File: src/rtl/intl_ext_monitor.sv
// N-channel external interlock monitor: per-channel sync/polarity/debounce, bypass-masked
// latched fault vector with edge-triggered clear, and a frozen first-fault record.

module intl_ext_monitor_ch #(
  parameter int DEB_WIDTH = 16
) (
  input  logic                 i_clk,
  input  logic                 i_rst,
  input  logic                 i_ext,
  input  logic                 i_pol,
  input  logic [DEB_WIDTH-1:0] i_deb_count,
  output logic                 o_raw
);
  logic [1:0]           sync;
  logic [DEB_WIDTH-1:0] cnt;
  logic                 fault;

  assign fault = ~(sync[1] ^ i_pol);

  // Assertion is debounced; deassertion drops raw immediately.
  always_ff @(posedge i_clk or negedge i_rst) begin
    if (!i_rst) begin
      sync  <= '0;
      cnt   <= '0;
      o_raw <= 1'b0;
    end else begin
      sync <= {sync[0], i_ext};
      if (!fault) begin
        cnt   <= '0;
        o_raw <= 1'b0;
      end else if (cnt < i_deb_count) begin
        cnt <= cnt + DEB_WIDTH'(1);
      end else begin
        o_raw <= 1'b1;
      end
    end
  end
endmodule

module intl_ext_monitor #(
  parameter int CH_NUM    = 16,
  parameter int DEB_WIDTH = 16,
  parameter int TS_WIDTH  = 32,
  parameter int CH_IDX_W  = 5
) (
  input  logic                 i_clk,
  input  logic                 i_rst,
  input  logic [CH_NUM-1:0]    i_intl_ext,
  input  logic [CH_NUM-1:0]    i_intl_polarity,
  input  logic [CH_NUM-1:0]    i_intl_bypass,
  input  logic [DEB_WIDTH-1:0] i_deb_count,
  input  logic                 i_intl_clr,
  output logic [CH_NUM-1:0]    o_intl_raw,
  output logic [CH_NUM-1:0]    o_intl_state,
  output logic                 o_intl_any,
  output logic                 o_first_fault_valid,
  output logic [CH_IDX_W-1:0]  o_first_fault_ch,
  output logic [TS_WIDTH-1:0]  o_first_fault_ts
);
  typedef enum logic {IDLE = 1'b0, CAPTURED = 1'b1} ff_state_t;

  ff_state_t             ff_q, ff_d;
  logic [CH_NUM-1:0]     raw, mask, latch_d, newset;
  logic                  clr_q, clr_edge;
  logic [CH_IDX_W-1:0]   low_idx, ch_d;
  logic [TS_WIDTH-1:0]   ts_q, ts_d;
  logic                  valid_d;

  generate
    for (genvar g = 0; g < CH_NUM; g++) begin : g_ch
      intl_ext_monitor_ch #(.DEB_WIDTH(DEB_WIDTH)) u_ch (
        .i_clk       (i_clk),
        .i_rst       (i_rst),
        .i_ext       (i_intl_ext[g]),
        .i_pol       (i_intl_polarity[g]),
        .i_deb_count (i_deb_count),
        .o_raw       (raw[g])
      );
    end
  endgenerate

  assign o_intl_raw = raw;
  assign clr_edge   = i_intl_clr & ~clr_q;
  assign mask       = raw & ~i_intl_bypass;
  // Clear reloads from the live masked faults, so set wins over clear.
  assign latch_d    = clr_edge ? mask : (o_intl_state | mask);
  assign newset     = latch_d & ~o_intl_state;

  always_comb begin
    low_idx = '0;
    for (int i = CH_NUM - 1; i >= 0; i--)
      if (newset[i]) low_idx = CH_IDX_W'(i);
  end

  always_comb begin
    ff_d    = ff_q;
    valid_d = o_first_fault_valid;
    ch_d    = o_first_fault_ch;
    ts_d    = o_first_fault_ts;
    case (ff_q)
      IDLE: if (|newset) begin
        ff_d    = CAPTURED;
        valid_d = 1'b1;
        ch_d    = low_idx;
        ts_d    = ts_q;
      end
      CAPTURED: if (clr_edge && !(|latch_d)) begin
        ff_d    = IDLE;
        valid_d = 1'b0;
        ch_d    = '0;
        ts_d    = '0;
      end
      default: ff_d = IDLE;
    endcase
  end

  always_ff @(posedge i_clk or negedge i_rst) begin
    if (!i_rst) begin
      ff_q                <= IDLE;
      clr_q               <= 1'b0;
      ts_q                <= '0;
      o_intl_state        <= '0;
      o_intl_any          <= 1'b0;
      o_first_fault_valid <= 1'b0;
      o_first_fault_ch    <= '0;
      o_first_fault_ts    <= '0;
    end else begin
      ff_q                <= ff_d;
      clr_q               <= i_intl_clr;
      ts_q                <= ts_q + TS_WIDTH'(1);
      o_intl_state        <= latch_d;
      o_intl_any          <= |latch_d;
      o_first_fault_valid <= valid_d;
      o_first_fault_ch    <= ch_d;
      o_first_fault_ts    <= ts_d;
    end
  end
endmodule

File: config.mk
export PLATFORM = sky130hd
export DESIGN_NAME = intl_ext_monitor
export DESIGN_NICKNAME = d
export VERILOG_FILES = /design/src/rtl/intl_ext_monitor.sv
export SDC_FILE = /design/constraint.sdc
export NUM_CORES = 1
export LEC_CHECK = 0
export CAP_MARGIN = 5
export CELL_PAD_IN_SITES_DETAIL_PLACEMENT = 1
export CELL_PAD_IN_SITES_GLOBAL_PLACEMENT = 1
export CORE_MARGIN = 3
export CORE_UTILIZATION = 51
export DETAILED_ROUTE_END_ITERATION = 8
export GPL_ROUTABILITY_DRIVEN = 0
export PLACE_DENSITY_LB_ADDON = 0.1
export SKIP_CTS_REPAIR_TIMING = 1
export SLEW_MARGIN = 20
export SYNTH_ARGS = -nofsm -noshare
export SYNTH_HDL_FRONTEND = slang
export SYNTH_SLANG_ARGS = --single-unit
File: constraint.sdc
create_clock -name i_clk -period 4.3 [get_ports i_clk]
set_input_delay 0.43 -clock i_clk [delete_from_list [all_inputs] [get_ports i_clk]]
set_output_delay 0.43 -clock i_clk [all_outputs]
set_load 0.02 [all_outputs]
==> results of run 1 <==
-- where the power goes --
part	total, mW	internal [mW]	switching, mW	leakage (nW)
Clock	4.10	2.49	1.62	0.780
Combinational	0.987	0.375	0.612	7.34
Sequential	3.93	3.79	0.139	5.35
Total	9.02	6.65	2.37	13.5
-- final timing paths --
check	depth (start not counted)	slack, ns	end
setup / recovery	10	0.73	g_ch[10].u_ch.cnt[8]
hold / removal	1	0.28	g_ch[3].u_ch.sync[0]
setup reg to reg	9	1.24	o_first_fault_ts[3]
hold reg to reg	0	0.34	g_ch[0].u_ch.sync[1]
max in group asynchronous	3	2.73	g_ch[13].u_ch.cnt[9]
min in group asynchronous	2	0.50	g_ch[3].u_ch.sync[0]
-- sequential cells by signal, summed over array words and instances (netlist names) --
| name | count |
|---|---|
| o_first_fault_ts | 32 |
| clr_q | 1 |
| g_ch.u_ch.sync | 32 |
| g_ch.u_ch.cnt | 256 |
| ff_q | 1 |
| ts_q | 32 |
| g_ch.u_ch.o_raw | 16 |
| o_first_fault_ch | 4 |
| o_first_fault_valid | 1 |
| o_intl_any | 1 |
| o_intl_state | 16 |
-- cell type report --
class                   instances  area, um2
well taps                     600        751
clock buffers                  68       1370
diodes                          1       2.50
repair buffers                213       2030
fillers                      5074      17900
inverters                      74        278
clock inverters                15        204
multi-input cells            1909      13400
flip-flops and latches        392       9810
-- cells in the mapped netlist, types with 52 or more instances --
| library cell | count |
|---|---|
| nand3_1 | 92 |
| inv_1 | 74 |
| xor2_1 | 52 |
| and3_1 | 64 |
| nor2_1 | 176 |
| o21ai_0 | 102 |
| a21o_1 | 87 |
| or3_1 | 56 |
| or4_1 | 55 |
| dfrtp_1 | 392 |
| nand4_1 | 72 |
| a21oi_1 | 200 |
| nand2_1 | 185 |
| xnor2_1 | 63 |
| ha_1 | 257 |
-- cell families (layout without fill, tap and decap cells) --
kind of cell / Yosys count / after routing / synth area share
flops: 392 / 392 / 0.413
fa+ha+maj: 257 / 257 / 0.135
buf+inv: 149 / 370 / 0.0267
other cells: 1 / 2 / 0.000158
simple gates: 872 / 872 / 0.193
mux: 24 / 24 / 0.0101
xor+xnor: 115 / 115 / 0.0424
compound gates: 640 / 640 / 0.179
-- through the flow --
stage / instance area [um2] / total power, mW / hold WS (ns) / util
after global routing: 27800 / 9.40 / 0.263 / 0.609
after detailed placement: 26200 / 4.97 / 0.336 / 0.574
after CTS: 27800 / 9.09 / -0.0771 / 0.608
after floorplan: 23700 / 4.47 / 0.134 / -
after global placement: 26200 / 4.90 / 0.332 / 0.573
final: 27800 / 9.02 / 0.281 / 0.609
-- placed cells by master (no fill, tap or decap), drive strengths merged, types with 63 or more instances in the layout --
cell / synthesis / layout
xnor2: 63 / 63
a21oi: 200 / 200
and3: 64 / 64
nand4: 72 / 72
inv: 74 / 75
clkdlybuf4s50: 0 / 135
ha: 257 / 257
clkbuf: 49 / 68
dfrtp: 392 / 392
nand3: 92 / 92
nand2: 185 / 185
o21ai: 110 / 110
nor2: 176 / 176
buf: 26 / 77
a21o: 88 / 88
-- per-layer routing --
| metal | share of wire | routed length (um) | up-vias | GRT usage |
|---|---|---|---|---|
| met5 | 0.00016 | 12 | - | 0 |
| li1 | - | - | 9481 | - |
| met3 | 0.047 | 3540 | 143 | 0.0445 |
| met1 | 0.42 | 31800 | 10600 | 0.391 |
| met4 | 0.037 | 2770 | 2 | 0.107 |
| met2 | 0.49 | 37200 | 464 | 0.525 |
==> flow_summary.ini, run 1 <==
[routing]
wl_per_cell_um = 23.0
dr.pass1.iters = 5
drtAntennaViolNets = 0
drc_errors = 0
vias_per_cell = 6.33
vias = 20700
first_iter_violations = 1280
drt_wl_total_mm = 75.4

[clocking]
clock_latency_ns = 0.59
tritoncts = done
clk_pin_slew_ns = 0.06
cts_sinks = 392
htree_levels = 2
clockRootBuffer = clkbuf_16
cts_buffers = 45
cts_buffer_depth = 3

[worst_setup_path]
slowest_stage = inv_1
crit_arrival_ns = 4.07
crit_buf_inv = 3
slowest_delay_ns = 0.58
start_kind = input pin
critPathMaxFanout = 10
path_delay_family = compound AO/OA/AOI/OAI gates
crit_type = input pin to flop
required_ns = 4.80
cp-end-kind = flop
path_cells = clkdlybuf4s50_1 > inv_1 > buf_4 > ha_1 > and3_1 > a2111oi_0 > o21ai_0 > a211oi_1 > nand4_1 > a21oi_1
cp-startpoint = i_deb_count[5]
worstReg2RegStart = clr_q

[layout]
stdcell_count = 3272
area_growth_pct = 17.1
drive_above_1_share = 0.0764
fin_nets = 2959

[timing]
finalSetupViolCount = 0
worst_pin_slew_ns = 1.06
max_freq_ghz = 0.280
period_share = 0.830
worst_slack_ns = 0.730
fin_crit_ns = 3.57
slew-limit-headroom = 0.288
rsz0062_at_grt = no
slew_violations = 0
fin_setup_tns_ns = 0
finalHoldViolations = 0
finalClockSkew_ns = 0.0172

[outcome]
status = completed

[die]
dieArea_um2 = 49200
die-width_um = 222
row_count = 78
initial_utilization = 0.520
die_h_um = 222
core_um2 = 45700
ios = 138

[place]
dp_hpwl_mm = 54.1
place_ws_ns = 0.198
dp_cells = 3187
io_buffers = 136

[power_and_ir_drop]
power_density_nw_per_um2 = 324
p_leak_nw = 13.5
vdd_drop_max_mv = 0.273

[grt]
grt_max_degree = 99
grt_overflow = 0
antenna_found_initial = 1
grt_pass1_vias = 22100
track_usage = 0.304
grt_pass1_wl_mm = 121

[yosys]
synth_flop_cell = dfrtp_1
syn_inst = 2450
yosys.area.top_type_share = 0.413
synthArstFlopShare = 1.00
synth_edf_count = 0
syn_nets = 2774
synth.yosys.seq_area_share = 0.413
netlist_top_cells_area = dfrtp_1, ha_1, a21oi_1
ys_warn_count = 0
syn_area_per_cell_um2 = 9.69
synth_top_area_cell = dfrtp_1
syn_area_um2 = 23700
ys_ff_latch = 392
synth_cell_types = 75

[min_path]
hp-start = i_intl_ext[3]
hp-class = input pin to flop

[flow_run]
maxCapViolations = 0
Power figures use the tool's default switching activity.
==> run 2, diff against run 1 <==
--- a/config.mk
+++ b/config.mk
@@ -9,7 +9,7 @@
 export CELL_PAD_IN_SITES_DETAIL_PLACEMENT = 1
 export CELL_PAD_IN_SITES_GLOBAL_PLACEMENT = 1
 export CORE_MARGIN = 3
-export CORE_UTILIZATION = 51
+export CORE_UTILIZATION = 43
 export DETAILED_ROUTE_END_ITERATION = 8
 export GPL_ROUTABILITY_DRIVEN = 0
 export PLACE_DENSITY_LB_ADDON = 0.1
==> constraint.sdc (replaced) <==
create_clock -name i_clk -period 3.1 [get_ports i_clk]
set_input_delay 0.31 -clock i_clk [delete_from_list [all_inputs] [get_ports i_clk]]
set_output_delay 0.31 -clock i_clk [all_outputs]
set_load 0.02 [all_outputs]
==> flow_summary.ini, run 2 (synthesis results as in run 1) <==
[grt]
use_met1 = 0.349
grt_max_degree = 102
grt_overflow = 0
grt_most_used_layer = met2
met2_usage = 0.448
track_usage = 0.265
antenna_found_initial = 1
grt_pass1_vias = 22100
use_met3 = 0.0336
grt_pass1_wl_mm = 122

[timing]
worst_pin_slew_ns = 0.985
max_freq_ghz = 0.345
slew_violations = 0
slew-limit-headroom = 0.341
finalHoldViolations = 0
worst_slack_ns = 0.203
finalSetupViolCount = 0
fin_crit_ns = 2.90
rsz0062_at_grt = no
finalClockSkew_ns = 0.0189
whs_ns = 0.163
period_share = 0.935

[worst_setup_path]
worstRegToRegCells = 10
start_kind = input pin
critPathMaxFanout = 7
required_ns = 3.55
worst-r2r-setup-slack_ns = 0.24
r2r-end = g_ch[8].u_ch.cnt[12]
crit_arrival_ns = 3.35
cp-startpoint = i_deb_count[9]
cp-end-kind = flop
crit_type = input pin to flop
worstReg2RegStart = g_ch[8].u_ch.cnt[9]

[die]
initial_utilization = 0.438
die_h_um = 241
die-width_um = 241
ios = 138
core_um2 = 54200
row_count = 85
dieArea_um2 = 58100

[power_and_ir_drop]
p_sw_frac = 0.264
power_density_nw_per_um2 = 434
switchingPower_mw = 3.31
seqPwrFrac = 0.435
p_int_mw = 9.22
vdd_drop_max_mv = 0.409
p_comb_frac = 0.114
p_leak_nw = 14.1
clock_power_share = 0.451

[place]
io_buffers = 136
placed_area_um2 = 27300
dp_hpwl_mm = 56.8
place_ws_ns = -0.395

[clocking]
clockRootBuffer = clkbuf_16
htree_levels = 2
cts_buffers = 48
clk_pin_slew_ns = 0.05
cts_sinks = 392
tritoncts = done
cts_buffer_depth = 3
clock_latency_ns = 0.59

[min_path]
hp-start = i_intl_ext[6]
hold_end = g_ch[6].u_ch.sync[0]
hp-class = input pin to flop
holdPathStages = 1

[layout]
antenna_cells = 0
final_cell_mix = dfrtp_1, ha_1, a21oi_1
fin_area_um2 = 28900
layout_commonest_cell = dfrtp_1
drive_above_1_share = 0.110
area_growth_pct = 21.7
fin_nets = 3071
top_register = g_ch.u_ch.cnt
fillCellCount = 6052
largest_reg_flops = 256

[outcome]
status = completed

[routing]
drtAntennaViolNets = 0
vias = 20800
vias_per_cell = 5.98
dr.pass1.iters = 5
drc_errors = 0
first_iter_violations = 802
wl_per_cell_um = 22.0
drt_wl_total_mm = 76.3

[flow_run]
maxCapViolations = 0
## run 2: changes by cell type in the layout (fill, tap and decap cells not counted), moves of 2 or more
| cell | previous run | this run |
|---|---|---|
| xor2_1 | 47 | 52 |
| buf_12 | 7 | 24 |
| clkinv_2 | 9 | 3 |
| clkinvlp_4 | 0 | 3 |
| clkbuf_16 | 47 | 49 |
| buf_4 | 69 | 161 |
| xor2_2 | 5 | 0 |
| bufinv_16 | 5 | 3 |
## run 2: how the worst max path moves through the flow
stage / cells after the start / slack [ns] / endpoint
floorplan: 9 / 0.18 / g_ch[8].u_ch.cnt[14]
global placement: 11 / -0.34 / g_ch[12].u_ch.cnt[12]
detailed placement: 12 / -0.40 / g_ch[12].u_ch.cnt[11]
CTS: 11 / 0.22 / g_ch[8].u_ch.cnt[9]
global route: 11 / 0.04 / g_ch[12].u_ch.cnt[15]
finish: 12 / 0.20 / g_ch[8].u_ch.cnt[12]
## run 2: layout make-up
type	count	area [um2]	share of cell area
inverters	74	278	0.00961
flip-flops and latches	392	9810	0.339
clock inverters	11	145	0.00502
repair buffers	322	3070	0.106
clock buffers	69	1410	0.0488
well taps	696	871	0.0301
multi-input cells	1909	13300	0.461
## run 2: metrics by stage
step	instances	utilization	TNS, ns	power (mW)
after floorplan	2450	-	0	6.20
after global routing	3473	0.533	0	13.1
final	3473	0.533	0	12.5
after global placement	3392	0.504	-19.31	6.90
after CTS	3472	0.533	0	12.7
after detailed placement	3392	0.504	-29.31	6.98
## run 2: metal layers
| metal | share of wire | up-vias |
|---|---|---|
| li1 | - | 9718 |
| met1 | 0.45 | 10500 |
| met2 | 0.48 | 390 |
| met3 | 0.039 | 146 |
| met4 | 0.038 | 0 |
| met5 | 0 | - |
## run 2: worst max-delay path, cell delays in order
cell	delay (ns)
clkdlybuf4s50_1	0.40
inv_1	0.31
ha_1	0.32
a21o_1	0.18
a21o_1	0.17
a211o_1	0.28
a221o_1	0.39
buf_4	0.16
a2111oi_4	0.30
buf_4	0.21
a31oi_1	0.09
o21a_1	0.21
## run 2: power by group through the flow
stage	Sequential, mW	Combinational [mW]	Clock [mW]
floorplan	5.49	0.714	0
global placement	5.53	1.37	0
detailed placement	5.54	1.44	0
CTS	5.45	1.45	5.80
global route	5.48	1.60	6.02
finish	5.45	1.43	5.65
